### config.mk
export PLATFORM = sky130hd
export DESIGN_NAME = exc_request_arbiter
export DESIGN_NICKNAME = d
export VERILOG_FILES = /design/src/rtl/exc_request_arbiter.sv
export SDC_FILE = /design/constraint.sdc
export NUM_CORES = 1
export LEC_CHECK = 0
export BUFFER_PORTS_ARGS = -buffer_cell sky130_fd_sc_hd__buf_2
export CELL_PAD_IN_SITES_DETAIL_PLACEMENT = 0
export CELL_PAD_IN_SITES_GLOBAL_PLACEMENT = 1
export CORE_MARGIN = 1
export CORE_UTILIZATION = 37
export CTS_BUF_LIST = sky130_fd_sc_hd__clkbuf_4
export DETAILED_ROUTE_END_ITERATION = 7
export PLACE_DENSITY = 0.81
export SETUP_SLACK_MARGIN = 0.05
export SKIP_CTS_REPAIR_TIMING = 1
export SYNTH_ARGS = -nofsm -noshare
export SYNTH_HDL_FRONTEND = slang
export SYNTH_SLANG_ARGS = --single-unit
### constraint.sdc
create_clock -name clock_in -period 2.4 [get_ports clock_in]
set_clock_uncertainty 0.1 [all_clocks]
set_input_delay 0.24 -clock clock_in [delete_from_list [all_inputs] [get_ports clock_in]]
set_output_delay 0.24 -clock clock_in [all_outputs]
set_load 0.02 [all_outputs]
### src/rtl/exc_request_arbiter.sv
// ============================================================================
// Module   : exc_request_arbiter
// Purpose  : Qualifies, prioritises and sequences exception entry/return
//            requests toward the CP0 register file. Optional macro
//            IRQ_SYNC_EN adds a two-flop synchroniser on each irq line.
// Revision : 1.0 - initial release
// ============================================================================
`default_nettype none

module exc_request_arbiter #(
    parameter int NUM_IRQ = 4,
    parameter int CNT_W   = 16
) (
    input  logic               clock_in,
    input  logic               reset,
    input  logic               syscall_req,
    input  logic               break_req,
    input  logic               teq_req,
    input  logic [NUM_IRQ-1:0] irq,
    input  logic               eret_req,
    input  logic [31:0]        status,
    input  logic [31:0]        pc_in,
    output logic [1:0]         exc_signal,
    output logic [3:0]         cause,
    output logic [31:0]        exc_pc,
    output logic               flush,
    output logic               in_handler,
    output logic               lost_req,
    output logic [CNT_W-1:0]   exc_count
);

    typedef enum logic [1:0] {
        S_IDLE    = 2'd0,
        S_ENTER   = 2'd1,
        S_HANDLER = 2'd2,
        S_RETURN  = 2'd3
    } state_t;

    localparam logic [3:0] C_CAUSE_TEQ   = 4'hD;
    localparam logic [3:0] C_CAUSE_BREAK = 4'h9;
    localparam logic [3:0] C_CAUSE_SYS   = 4'h8;
    localparam logic [3:0] C_CAUSE_IRQ   = 4'h0;

    state_t             r_state;
    logic [NUM_IRQ-1:0] r_irq_mask;
    logic [NUM_IRQ-1:0] w_irq;

`ifdef IRQ_SYNC_EN
    logic [NUM_IRQ-1:0] r_irq_s1;
    logic [NUM_IRQ-1:0] r_irq_s2;

    always_ff @(posedge clock_in or posedge reset) begin
        if (reset) begin
            r_irq_s1 <= '0;
            r_irq_s2 <= '0;
        end else begin
            r_irq_s1 <= irq;
            r_irq_s2 <= r_irq_s1;
        end
    end

    assign w_irq = r_irq_s2;
`else
    assign w_irq = irq;
`endif

    logic               w_ie;
    logic               w_teq_q;
    logic               w_break_q;
    logic               w_sys_q;
    logic [NUM_IRQ-1:0] w_irq_en;
    logic               w_irq_q;
    logic               w_take;
    logic               w_lost_evt;
    logic               w_unused_status;

    assign w_ie      = status[0];
    assign w_teq_q   = w_ie & status[3] & teq_req;
    assign w_break_q = w_ie & status[2] & break_req;
    assign w_sys_q   = w_ie & status[1] & syscall_req;
    assign w_irq_en  = status[8 +: NUM_IRQ] & {NUM_IRQ{w_ie}};
    assign w_irq_q   = |(w_irq & w_irq_en);
    assign w_take    = w_teq_q | w_break_q | w_sys_q | w_irq_q;

    // Inside a handler the irq mask is the one captured while idle, so status
    // writes by the handler cannot alter what counts as a lost request.
    assign w_lost_evt = syscall_req | break_req | teq_req | (|(w_irq & r_irq_mask));

    assign w_unused_status = ^{status[31:8+NUM_IRQ], status[7:4]};

    always_ff @(posedge clock_in or posedge reset) begin
        if (reset) begin
            r_state    <= S_IDLE;
            r_irq_mask <= '0;
            exc_signal <= 2'b00;
            cause      <= 4'h0;
            exc_pc     <= 32'h0;
            flush      <= 1'b0;
            in_handler <= 1'b0;
            lost_req   <= 1'b0;
            exc_count  <= '0;
        end else begin
            exc_signal <= 2'b00;
            flush      <= 1'b0;
            case (r_state)
                S_IDLE: begin
                    r_irq_mask <= w_irq_en;
                    if (w_take) begin
                        r_state    <= S_ENTER;
                        exc_signal <= 2'b10;
                        flush      <= 1'b1;
                        if (exc_count != {CNT_W{1'b1}}) begin
                            exc_count <= exc_count + CNT_W'(1);
                        end
                        if (w_teq_q) begin
                            cause  <= C_CAUSE_TEQ;
                            exc_pc <= pc_in;
                        end else if (w_break_q) begin
                            cause  <= C_CAUSE_BREAK;
                            exc_pc <= pc_in;
                        end else if (w_sys_q) begin
                            cause  <= C_CAUSE_SYS;
                            exc_pc <= pc_in;
                        end else begin
                            // Interrupts resume after the interrupted instruction.
                            cause  <= C_CAUSE_IRQ;
                            exc_pc <= pc_in + 32'd4;
                        end
                    end
                end
                S_ENTER: begin
                    r_state    <= S_HANDLER;
                    in_handler <= 1'b1;
                end
                S_HANDLER: begin
                    if (w_lost_evt) begin
                        lost_req <= 1'b1;
                    end
                    if (eret_req) begin
                        r_state    <= S_RETURN;
                        exc_signal <= 2'b01;
                        flush      <= 1'b1;
                    end
                end
                S_RETURN: begin
                    r_state    <= S_IDLE;
                    in_handler <= 1'b0;
                    lost_req   <= 1'b0;
                end
                default: begin
                    r_state <= S_IDLE;
                end
            endcase
        end
    end

endmodule

`default_nettype wire
==> run summary, run 1 <==
worst-margin pin slew -> 0.6026 ns
DRC -> 0
Final min period -> 2.048 ns
Slew HR -> 0.5977
Area after DPL -> 0.003864 mm^2
Min-Delay Path Class -> in -> reg
Post-Syn Nets -> 418
H-tree Lvls -> 3
post-route ant nets -> 0
crit path from -> r_state[0]$_DFFE_PP0P_
Clock Pin Slew Worst Setup and Hold Paths -> 0.11 ns
CP endpoint -> exc_count[10]$_DFFE_PP0P_
via count -> 2,847
worst-case reg-to-reg path depth -> 7
chip height -> 95.41 um
number of hold violations in the final report -> 1
YS warnings -> 0
sequential fraction of the synthesis area -> 0.4806
combinational power share -> 0.401
#FFs+latches synth -> 62
Net Switching -> 1666 uW
critical path required time -> 2.62 ns
clock latency on the worst-skew pair -> 0.39 ns
Avg Vias per Cell -> 5.048
CTS max path bufs -> 2
Num CTS Buffers -> 9
synthesis-to-finish area growth -> 25.97%
Worst R2R Start -> r_state[0]$_DFFE_PP0P_
share of cells above drive strength 1 -> 0.3028
crit share post-route -> 0.8535
Max Cap Viol -> 0
Overflow after GRT -> 0
1st-iter DRT viols -> 85
fmax -> 488.2 MHz
commonest cells in the netlist -> dfrtp_1 (62), nand2_1 (55), o21ai_0 (35)
Row Count -> 33
die width -> 95.41 um
Post-Syn Area -> 0.003228 mm^2
number of synthesized flops with an enable pin -> 0
cell area power density -> 988.7 mW/mm^2
post-synthesis async set-or-reset flop share -> 1.000
GRT Overall Usage -> 0.1876
antenna cells -> 0
top area cells in the synthesized netlist -> dfrtp_1 (48%), nand2_1 (6.4%), xor2_1 (6.2%)
Place WS -> 0.2681 ns
Seq pwr share -> 0.419
CTS tree -> built
max-slew violation count -> 0
design area -> 0.004066 mm^2
post-synthesis cell type count -> 44
final non-filler cell total -> 564
Worst setup EP type -> register
clock share of power -> 0.179
routed len/inst -> 14.40 um
Placer Congestion -> 0.7846
Avg Cell Area, Syn -> 9.551 um^2
I/O Buffers -> 105
Max FO, Critical Path -> 5
largest net degree at the start of global routing -> 67
failing checks -> hold timing
initial antenna violation count -> 0
post-DP HPWL -> 6.106 mm
top_reg_cell synth -> dfrtp_1
num ports -> 131
first-pass GRT wire length -> 13.00 mm
sw frac -> 0.4145
WHS -> -0.01129 ns
outcome -> finished with violations
1st-pass router iterations -> 5
Internal Power -> 2354 uW
cells after synthesis -> 338
Static Leak -> 0.001975 uW
crit path kind -> reg -> reg
critical path arrival -> 2.27 ns
Die Area -> 0.009102 mm^2
Placed Cells -> 541
leading area contributor after synthesis -> dfrtp_1
vias in the first global route -> 2,676
drt total wl -> 8.119 mm
CTS Sinks -> 62
R2R setup slack -> 0.35 ns
Final Setup Violations -> 0
layout net count -> 534
crit path launch type -> register
top cell type's share of synthesized area -> 0.4806
Setup WS post-layout -> 0.3515 ns
worst r2r dst -> exc_count[10]$_DFFE_PP0P_
initial core utilization -> 0.3870
Peak VDD IR -> 338.0 uV
RSZ-0062 raised after global routing -> no
core area -> 0.008341 mm^2
root buffer cell -> clkbuf_4
power after layout -> 4021 uW
setup_tns -> 0 ns
most instantiated library cell after synthesis -> dfrtp_1
## worst min path at each step
stage          depth (start not counted)                         to  slack, ns       from
6_report                               3  r_irq_mask[0]$_DFFE_PP0P_      -0.01  status[8]
5_1_grt                                3  r_irq_mask[0]$_DFFE_PP0P_     0.0004  status[8]
4_1_cts                                2   exc_count[7]$_DFFE_PP0P_      -0.18      reset
3_5_place_dp                           2   exc_count[7]$_DFFE_PP0P_       0.26      reset
3_3_place_gp                           2   exc_count[8]$_DFFE_PP0P_       0.25      reset
2_1_floorplan                          2      exc_pc[0]$_DFFE_PP0P_       0.25   pc_in[0]
## layout by cell type (no fill, tap or decap), types with 3 or more instances in the layout
master | netlist | layout
a22oi_1 | 5 | 5
and2_1 | 3 | 3
and3_1 | 10 | 10
and4_1 | 7 | 7
buf_2 | 5 | 105
buf_4 | 3 | 6
clkbuf_4 | 0 | 11
dfrtp_1 | 62 | 62
dlygate4sd3_1 | 0 | 7
ha_1 | 6 | 6
inv_1 | 10 | 9
mux2_2 | 5 | 5
nand2_1 | 55 | 55
nand3_1 | 24 | 24
nand4_1 | 17 | 17
nor2_1 | 9 | 9
nor3_1 | 6 | 6
o21a_1 | 3 | 3
o21ai_0 | 35 | 35
xnor2_1 | 17 | 17
xor2_1 | 23 | 23
## kinds of logic after synthesis
group | share of synthesized area
buf+inv | 0.03333
other cells | 0.001162
simple gates | 0.2322
xor+xnor | 0.1085
compound gates | 0.1004
flops | 0.4806
fa+ha+maj | 0.02326
mux | 0.02054
## flip-flops by register name, summed over array words and instances (netlist names)
signal / count
cause: 3
lost_req: 1
in_handler: 1
r_irq_mask: 4
exc_count: 16
flush: 1
exc_pc: 32
r_state: 2
exc_signal: 2
## worst max-delay path, cell delays in order (launching register included)
cell and delay [ns]:
dfrtp_1 0.43, inv_1 0.09, ha_1 0.17, nand2_1 0.06, a31o_2 0.27, or3_1 0.47
nor3_1 0.21, xor2_1 0.17
## through the flow
step	hold WS (ns)	utilization
finish	-0.01129	0.4875
global route	0.0004216	0.4875
CTS	-0.1850	0.4791
detailed placement	0.2628	0.4632
global placement	0.2539	0.4632
floorplan	0.2454	-
## power groups by stage
stage          combinational [uW]  sequential [uW]  clock, uW
2_1_floorplan                 624             2110          0
3_3_place_gp                 1600             1700          0
3_5_place_dp                 1630             1710          0
4_1_cts                      1640             1690        744
5_1_grt                      1820             1740        792
6_report                     1610             1690        720
## routing by layer
layer,global-route usage,share of wire,wire length (um),up-vias
li1,-,-,-,1411
met4,0.05846,0.0037,30,0
met2,0.2946,0.49,3960,81
met1,0.2520,0.46,3706,1353
met5,0,0,0,-
met3,0.04944,0.052,422,2
## final cells by class
| type | count | area [um^2] |
|---|---|---|
| inverters | 11 | 41.29 |
| clock inverters | 5 | 50.05 |
| well taps | 105 | 131.4 |
| clock buffers | 11 | 82.58 |
| fillers | 810 | 4274 |
| multi-input cells | 252 | 1569 |
| flip-flops and latches | 62 | 1551 |
| repair buffers | 118 | 640.6 |
(Power assumes the default switching activity.)
==> run 2: changes to the inputs <==
--- a/config.mk
+++ b/config.mk
@@ -5,12 +5,14 @@
 export SDC_FILE = /design/constraint.sdc
 export NUM_CORES = 1
 export LEC_CHECK = 0
+export ABC_AREA = 1
 export BUFFER_PORTS_ARGS = -buffer_cell sky130_fd_sc_hd__buf_2
 export CELL_PAD_IN_SITES_DETAIL_PLACEMENT = 0
 export CELL_PAD_IN_SITES_GLOBAL_PLACEMENT = 1
 export CORE_MARGIN = 1
 export CORE_UTILIZATION = 37
 export CTS_BUF_LIST = sky130_fd_sc_hd__clkbuf_4
+export CTS_CLUSTER_SIZE = 30
 export DETAILED_ROUTE_END_ITERATION = 7
 export PLACE_DENSITY = 0.81
 export SETUP_SLACK_MARGIN = 0.05
==> constraint.sdc (replaced) <==
create_clock -name clock_in -period 2.4 [get_ports clock_in]
set_clock_uncertainty 0.1 [all_clocks]
set_input_delay 0 -clock clock_in [delete_from_list [all_inputs] [get_ports clock_in]]
set_output_delay 0 -clock clock_in [all_outputs]
set_load 0.02 [all_outputs]
==> run 2 against run 1 <==
  * The run still ends with hold timing left
  * Via count grew 38%
  * Clock power grew 16%
  * Final cell count grew 51%
  * Power grew 11%
  * Synthesized cell count grew 64%
  * Critical endpoint is now exc_pc[5]$_DFFE_PP0P_
  * Worst hold slack lost 0.0094 ns
  * Synthesized area grew 23%
  * Setup slack lost 0.034 ns
  * Largest cell class unchanged
  * Global-route usage shrank 0.12 points
==> run summary, run 2 <==
slowest CP cell -> dlygate4sd3_1 (was or3_1)
Clock Pin Slew Worst Setup and Hold Paths -> 0.11 ns (about the same)
Die Area -> 0.01119 mm^2 (was 0.009102 mm^2)
post-DP HPWL -> 7.472 mm (was 6.106 mm)
setup_tns -> 0 ns (unchanged)
share of cells above drive strength 1 -> 0.2277 (was 0.3028)
H-tree Lvls -> 3 (unchanged)
Max FO, Critical Path -> 13 (was 5)
sequential fraction of the synthesis area -> 0.3892 (was 0.4806)
critical path arrival -> 2.28 ns (was 2.27 ns)
largest register by flop count -> exc_pc (unchanged)
Area after DPL -> 0.004594 mm^2 (was 0.003864 mm^2)
outcome -> finished with violations (unchanged)
CTS Sinks -> 62 (unchanged)
vias in the first global route -> 3,491 (was 2,676)
leading area contributor after synthesis -> dfrtp_1 (unchanged)
I/O Buffers -> 105 (unchanged)
Worst path most repeated cell -> dlygate4sd3_1
post-synthesis cell type count -> 35 (was 44)
via count -> 3,933 (was 2,847)
cells after synthesis -> 554 (was 338)
core area -> 0.01037 mm^2 (was 0.008341 mm^2)
Final min period -> 2.083 ns (was 2.048 ns)
CTS max path bufs -> 2 (unchanged)
number of hold violations in the final report -> 1 (unchanged)
most frequent cells in the layout -> nand2_1 (224), buf_2 (105), dfrtp_1 (62) (was buf_2 (105), dfrtp_1 (62), nand2_1 (55))
Post-Syn Nets -> 634 (was 418)
number of synthesized flops with an enable pin -> 0 (unchanged)
cell area power density -> 848.6 mW/mm^2 (was 988.7 mW/mm^2)
Slowest Stage Delay on Critical Path -> 0.56 ns (was 0.47 ns)
crit path kind -> in -> reg (was reg -> reg)
1st-iter DRT viols -> 102 (was 85)
Largest register FFs -> 32 (unchanged)
synthesis-to-finish area growth -> 31.98% (was 25.97%)
critical path required time -> 2.60 ns (was 2.62 ns)
max-slew violation count -> 0 (unchanged)
die width -> 105.8 um (was 95.41 um)
crit path launch type -> primary input (was register)
post-synthesis async set-or-reset flop share -> 1.000 (unchanged)
top_reg_cell synth -> dfrtp_1 (unchanged)
Final Setup Violations -> 0 (unchanged)
Post-Syn Area -> 0.003986 mm^2 (was 0.003228 mm^2)
crit-path cells -> dlygate4sd3_1, buf_2, nand3_1, nand3_2, nor2_1, xnor2_1, dlygate4sd3_1, o21ai_1 (was inv_1, ha_1, nand2_1, a31o_2, or3_1, nor3_1, xor2_1)
#FFs+latches synth -> 62 (unchanged)
cell family with most CP delay -> buffers and inverters (was simple AND/OR/NAND/NOR gates)
Row Count -> 37 (was 33)
RSZ-0062 raised after global routing -> no (unchanged)
first-pass GRT wire length -> 16.44 mm (was 13.00 mm)
fmax -> 480.1 MHz (was 488.2 MHz)
YS warnings -> 0 (unchanged)
drt total wl -> 10.32 mm (was 8.119 mm)
failing checks -> hold timing (unchanged)
largest net degree at the start of global routing -> 34 (was 67)
Overflow after GRT -> 0 (unchanged)
Avg Vias per Cell -> 4.616 (was 5.048)
Num CTS Buffers -> 9 (unchanged)
Slew HR -> 0.5614 (was 0.5977)
antenna cells -> 0 (unchanged)
DRC -> 0 (unchanged)
power after layout -> 4465 uW (was 4021 uW)
Static Leak -> 0.002759 uW (was 0.001975 uW)
Peak VDD IR -> 441.3 uV (was 338.0 uV)
most instantiated library cell after synthesis -> nand2_1 (was dfrtp_1)
Max Cap Viol -> 0 (unchanged)
crit share post-route -> 0.8678 (was 0.8535)
1st-pass router iterations -> 4 (was 5)
post-route ant nets -> 0 (unchanged)
GRT Overall Usage -> 0.1864 (was 0.1876)
Worst setup EP type -> register (unchanged)
routed len/inst -> 12.11 um (was 14.40 um)
CTS tree -> built (unchanged)
initial antenna violation count -> 0 (unchanged)
clock latency on the worst-skew pair -> 0.40 ns (was 0.39 ns)
commonest cells in the netlist -> nand2_1 (224), dfrtp_1 (62), inv_1 (55) (was dfrtp_1 (62), nand2_1 (55), o21ai_0 (35))
Placer Congestion -> 0.8297 (was 0.7846)
WHS -> -0.02072 ns (was -0.01129 ns)
CP Buf/Inv Count -> 3 (was 1)
top area cells in the synthesized netlist -> dfrtp_1 (39%), nand2_1 (21%), nand3_1 (6.7%) (was dfrtp_1 (48%), nand2_1 (6.4%), xor2_1 (6.2%))
layout net count -> 791 (was 534)
worst-margin pin slew -> 0.6569 ns (was 0.6026 ns)
chip height -> 105.8 um (was 95.41 um)
initial core utilization -> 0.3844 (was 0.3870)
Avg Cell Area, Syn -> 7.196 um^2 (was 9.551 um^2)
biggest registers after layout -> exc_pc (32), exc_count (16), r_irq_mask (4) (unchanged)
Min-Delay Path Class -> in -> reg (unchanged)
design area -> 0.005261 mm^2 (was 0.004066 mm^2)
commonest non-fill, non-tap cell in the layout -> nand2_1 (was buf_2)
top cell type's share of synthesized area -> 0.3892 (was 0.4806)
num ports -> 131 (unchanged)
root buffer cell -> clkbuf_4 (unchanged)
[run 2: final timing paths]
| path | from | end | slack (ns) | cells past startpoint |
|---|---|---|---|---|
| min in group asynchronous | reset | exc_pc[28]$_DFFE_PP0P_ | 0.12 | 3 |
| worst max-delay path | status[0] | exc_pc[5]$_DFFE_PP0P_ | 0.32 | 8 |
| max in group asynchronous | reset | exc_pc[16]$_DFFE_PP0P_ | 1.47 | 4 |
| worst min register to register | exc_pc[17]$_DFFE_PP0P_ | exc_pc[17]$_DFFE_PP0P_ | 0.39 | 2 |
| worst max register to register | exc_count[0]$_DFFE_PP0P_ | exc_count[3]$_DFFE_PP0P_ | 0.36 | 10 |
| worst min-delay path | irq[0] | lost_req$_DFFE_PP0P_ | -0.02 | 9 |
[run 2: cell type report]
| class | count | area, um^2 |
|---|---|---|
| fillers | 1087 | 5109 |
| inverters | 58 | 225.2 |
| multi-input cells | 420 | 2079 |
| clock inverters | 5 | 73.82 |
| flip-flops and latches | 62 | 1551 |
| well taps | 136 | 170.2 |
| clock buffers | 11 | 82.58 |
| repair buffers | 160 | 1079 |
[run 2: kinds of logic after synthesis]
family,synth area share
other,0.0009407
adder cells (fa/ha/maj),0.01883
flip-flops,0.3892
XOR/XNOR,0.03735
buffers and inverters,0.08914
AND/OR/NAND/NOR,0.4416
AO/OA/AOI/OAI,0.02291
[run 2: tightest hold or removal path: stages]
cell     delay (ns)
buf_2          0.09
nand2_1        0.04
nand2_1        0.05
nor2_1         0.05
nand2_1        0.05
nand2_1        0.04
nand2_1        0.05
nand2_1        0.04
inv_1          0.04
[run 2: metrics by stage]
step           instances  setup WS, ns  utilization  hold slack [ns]
6_report             852        0.3172       0.5074         -0.02072
5_1_grt              852        0.1564       0.5074          0.02652
4_1_cts              801        0.3494       0.4581          -0.4267
3_5_place_dp         785        0.3687       0.4431          0.04618
3_3_place_gp         785        0.4516       0.4431          0.03201
2_1_floorplan        554        0.5351            -         0.009615
[run 2: power by group]
group	internal (uW)	total (uW)	switching [uW]
Combinational	696	1970	1270
Clock	440	833	393
Sequential	1430	1660	235
[run 2: per-layer routing]
| layer | vias up | part of all wire | track usage |
|---|---|---|---|
| met3 | 14 | 0.032 | 0.02907 |
| li1 | 2057 | - | - |
| met1 | 1787 | 0.46 | 0.2345 |
| met4 | 0 | 0.018 | 0.08135 |
| met5 | - | 0 | 0 |
| met2 | 75 | 0.49 | 0.3151 |
==> run 3: changes to the inputs <==
--- a/config.mk
+++ b/config.mk
@@ -10,11 +10,11 @@
 export CELL_PAD_IN_SITES_DETAIL_PLACEMENT = 0
 export CELL_PAD_IN_SITES_GLOBAL_PLACEMENT = 1
 export CORE_MARGIN = 1
-export CORE_UTILIZATION = 37
+export CORE_UTILIZATION = 33
 export CTS_BUF_LIST = sky130_fd_sc_hd__clkbuf_4
 export CTS_CLUSTER_SIZE = 30
 export DETAILED_ROUTE_END_ITERATION = 7
-export PLACE_DENSITY = 0.81
+export PLACE_DENSITY = 0.76
 export SETUP_SLACK_MARGIN = 0.05
 export SKIP_CTS_REPAIR_TIMING = 1
 export SYNTH_ARGS = -nofsm -noshare
==> constraint.sdc (replaced) <==
create_clock -name clock_in -period 1.8 [get_ports clock_in]
set_clock_uncertainty 0.1 [all_clocks]
set_input_delay 0 -clock clock_in [delete_from_list [all_inputs] [get_ports clock_in]]
set_output_delay 0 -clock clock_in [all_outputs]
set_load 0.02 [all_outputs]
==> run 3 against run 2 <==
  * Critical endpoint is now lost_req$_DFFE_PP0P_
  * Setup slack got worse by 0.17 ns
  * The flow finishes with violations (DRC, hold timing)
  * Non-clock buffer count rose by 5
  * Critical path depth rose by 1
  * Largest cell class unchanged
  * Largest power group unchanged
  * Count of clock-buffer cells in the layout fell by 1
==> run summary, run 3 (synthesis gave the netlist of run 2 again) <==
outcome -> finished with violations (unchanged)
failing checks -> DRC, hold timing (was hold timing)
routed len/inst -> 12.36 um (was 12.11 um)
GRT Overall Usage -> 0.1738 (was 0.1864)
crit path launch type -> register (was primary input)
H-tree Lvls -> 3 (unchanged)
R2R setup slack -> 0.15 ns (was 0.36 ns)
cell area power density -> 1113 mW/mm^2 (was 848.6 mW/mm^2)
share of cells above drive strength 1 -> 0.2434 (was 0.2277)
I/O Buffers -> 105 (unchanged)
critical path arrival -> 1.87 ns (was 2.28 ns)
design area -> 0.005308 mm^2 (was 0.005261 mm^2)
Largest register FFs -> 32 (unchanged)
Overflow after GRT -> 0 (unchanged)
power after layout -> 5909 uW (was 4465 uW)
core area -> 0.01161 mm^2 (was 0.01037 mm^2)
crit share post-route -> 0.9167
layout net count -> 796 (was 791)
initial core utilization -> 0.3432 (was 0.3844)
# fillers -> 1,191 (was 1,087)
sw frac -> 0.4336 (was 0.4256)
Avg Vias per Cell -> 4.586 (was 4.616)
Die Area -> 0.01252 mm^2 (was 0.01119 mm^2)
Final min period -> 1.650 ns
Area after DPL -> 0.004682 mm^2 (was 0.004594 mm^2)
Row Count -> 39 (was 37)
1st-pass router iterations -> 8 (was 4)
Max Cap Viol -> 0 (unchanged)
chip height -> 111.9 um (was 105.8 um)
CTS max path bufs -> 2 (unchanged)
Num CTS Buffers -> 9 (unchanged)
post-route ant nets -> 0 (unchanged)
crit path kind -> reg -> reg (was in -> reg)
final non-filler cell total -> 862 (was 852)
max-slew violation count -> 0 (unchanged)
vias in the first global route -> 3,610 (was 3,491)
num ports -> 131 (unchanged)
most frequent cells in the layout -> nand2_1 (224), buf_2 (105), dfrtp_1 (59) (was nand2_1 (224), buf_2 (105), dfrtp_1 (62))
Clock Pin Slew Worst Setup and Hold Paths -> 0.10 ns (was 0.11 ns)
Min-Delay Path Class -> in -> reg (unchanged)
RSZ-0062 raised after global routing -> no (unchanged)
first-pass GRT wire length -> 17.21 mm (was 16.44 mm)
Final Setup Violations -> 0 (unchanged)
Worst setup EP type -> register (unchanged)
initial antenna violation count -> 0 (unchanged)
post-DP HPWL -> 7.637 mm (was 7.472 mm)
root buffer cell -> clkbuf_4 (unchanged)
biggest registers after layout -> exc_pc (32), exc_count (16), r_irq_mask (4) (unchanged)
setup_tns -> 0 ns (unchanged)
Internal Power -> 3347 uW (was 2565 uW)
Net Switching -> 2562 uW (was 1900 uW)
1st-iter DRT viols -> 175 (was 102)
Seq pwr share -> 0.372 (was 0.373)
drt total wl -> 10.65 mm (was 10.32 mm)
Placer Congestion -> 0.8155 (was 0.8297)
die width -> 111.9 um (was 105.8 um)
CTS Sinks -> 62 (unchanged)
clock latency on the worst-skew pair -> 0.42 ns (was 0.40 ns)
combinational power share -> 0.472 (was 0.441)
CTS tree -> built (unchanged)
largest register by flop count -> exc_pc (unchanged)
critical path required time -> 2.02 ns (was 2.60 ns)
fmax -> 606.0 MHz
largest net degree at the start of global routing -> 63 (was 34)
Max FO, Critical Path -> 2 (was 13)
DRC -> 7 (was 0)
WHS -> -0.002177 ns (was -0.02072 ns)
synthesis-to-finish area growth -> 33.15% (was 31.98%)
via count -> 3,953 (was 3,933)
Static Leak -> 0.002773 uW (was 0.002759 uW)
antenna cells -> 0 (unchanged)
Peak VDD IR -> 521.3 uV (was 441.3 uV)
number of hold violations in the final report -> 1 (unchanged)
clock share of power -> 0.156 (was 0.186)
Placed Cells -> 798 (was 785)
commonest non-fill, non-tap cell in the layout -> nand2_1 (unchanged)
[run 3: cell count changes in the layout (fill, tap and decap cells not counted), sizes merged]
cell / delta
inv: -1
bufinv: -1
dlygate4sd3: -3
buf: +8
clkinvlp: +1
clkbuf: -1
[run 3: power by group through the flow]
stage,clock (uW),combinational [uW],sequential [uW]
floorplan,0,1260,2790
global placement,0,2660,2220
detailed placement,0,2680,2230
CTS,958,2690,2200
global route,1020,3100,2270
finish,923,2790,2200
[run 3: stage by stage]
stage | hold slack (ns) | worst slack [ns] | utilization
detailed placement | 0.02120 | 0.09181 | 0.4031
global placement | 0.02008 | 0.1304 | 0.4031
floorplan | 0.009615 | 0.06219 | -
CTS | -0.4525 | 0.06741 | 0.4132
finish | -0.002177 | 0.1499 | 0.4570
global route | 0.01326 | 0.03343 | 0.4570
[run 3: per-layer routing]
layer  vias up  share of wire  global-route usage
met3        13          0.051             0.03593
li1       2067              -                   -
met1      1788           0.47              0.2235
met4         0          0.017             0.06757
met2        85           0.47              0.2857
met5         -              0                   0
[run 3: worst paths after layout]
| check | depth (start not counted) | to | startpoint |
|---|---|---|---|
| worst min-delay path | 3 | cause[2]$_DFFE_PP0P_ | status[0] |
| worst max register to register | 9 | lost_req$_DFFE_PP0P_ | r_irq_mask[0]$_DFFE_PP0P_ |
| worst max-delay path | 9 | lost_req$_DFFE_PP0P_ | r_irq_mask[0]$_DFFE_PP0P_ |
| worst min register to register | 2 | exc_pc[26]$_DFFE_PP0P_ | exc_pc[26]$_DFFE_PP0P_ |
| min in group asynchronous | 4 | exc_count[5]$_DFFE_PP0P_ | reset |
| max in group asynchronous | 4 | exc_pc[11]$_DFFE_PP0P_ | reset |
[run 3: worst max-delay path, cell delays in order (launching register included)]
cell and delay (ns):
dfrtp_1 0.40, nand2_1 0.07, nand2_1 0.04, dlygate4sd3_1 0.56, nor2_1 0.15, nand2_1 0.07
nand2_1 0.05, nand2_1 0.04, nand2_1 0.05, inv_1 0.03
[run 3: layout make-up]
| class | count | area (um^2) | area share |
|---|---|---|---|
| Clock buffer | 10 | 75.07 | 0.01414 |
| Sequential cell | 62 | 1555 | 0.2930 |
| Clock inverter | 4 | 41.29 | 0.007779 |
| Tap cell | 143 | 178.9 | 0.03371 |
| Timing Repair Buffer | 165 | 1134 | 0.2136 |
| Inverter | 58 | 229.0 | 0.04314 |
| Multi-Input combinational cell | 420 | 2095 | 0.3946 |
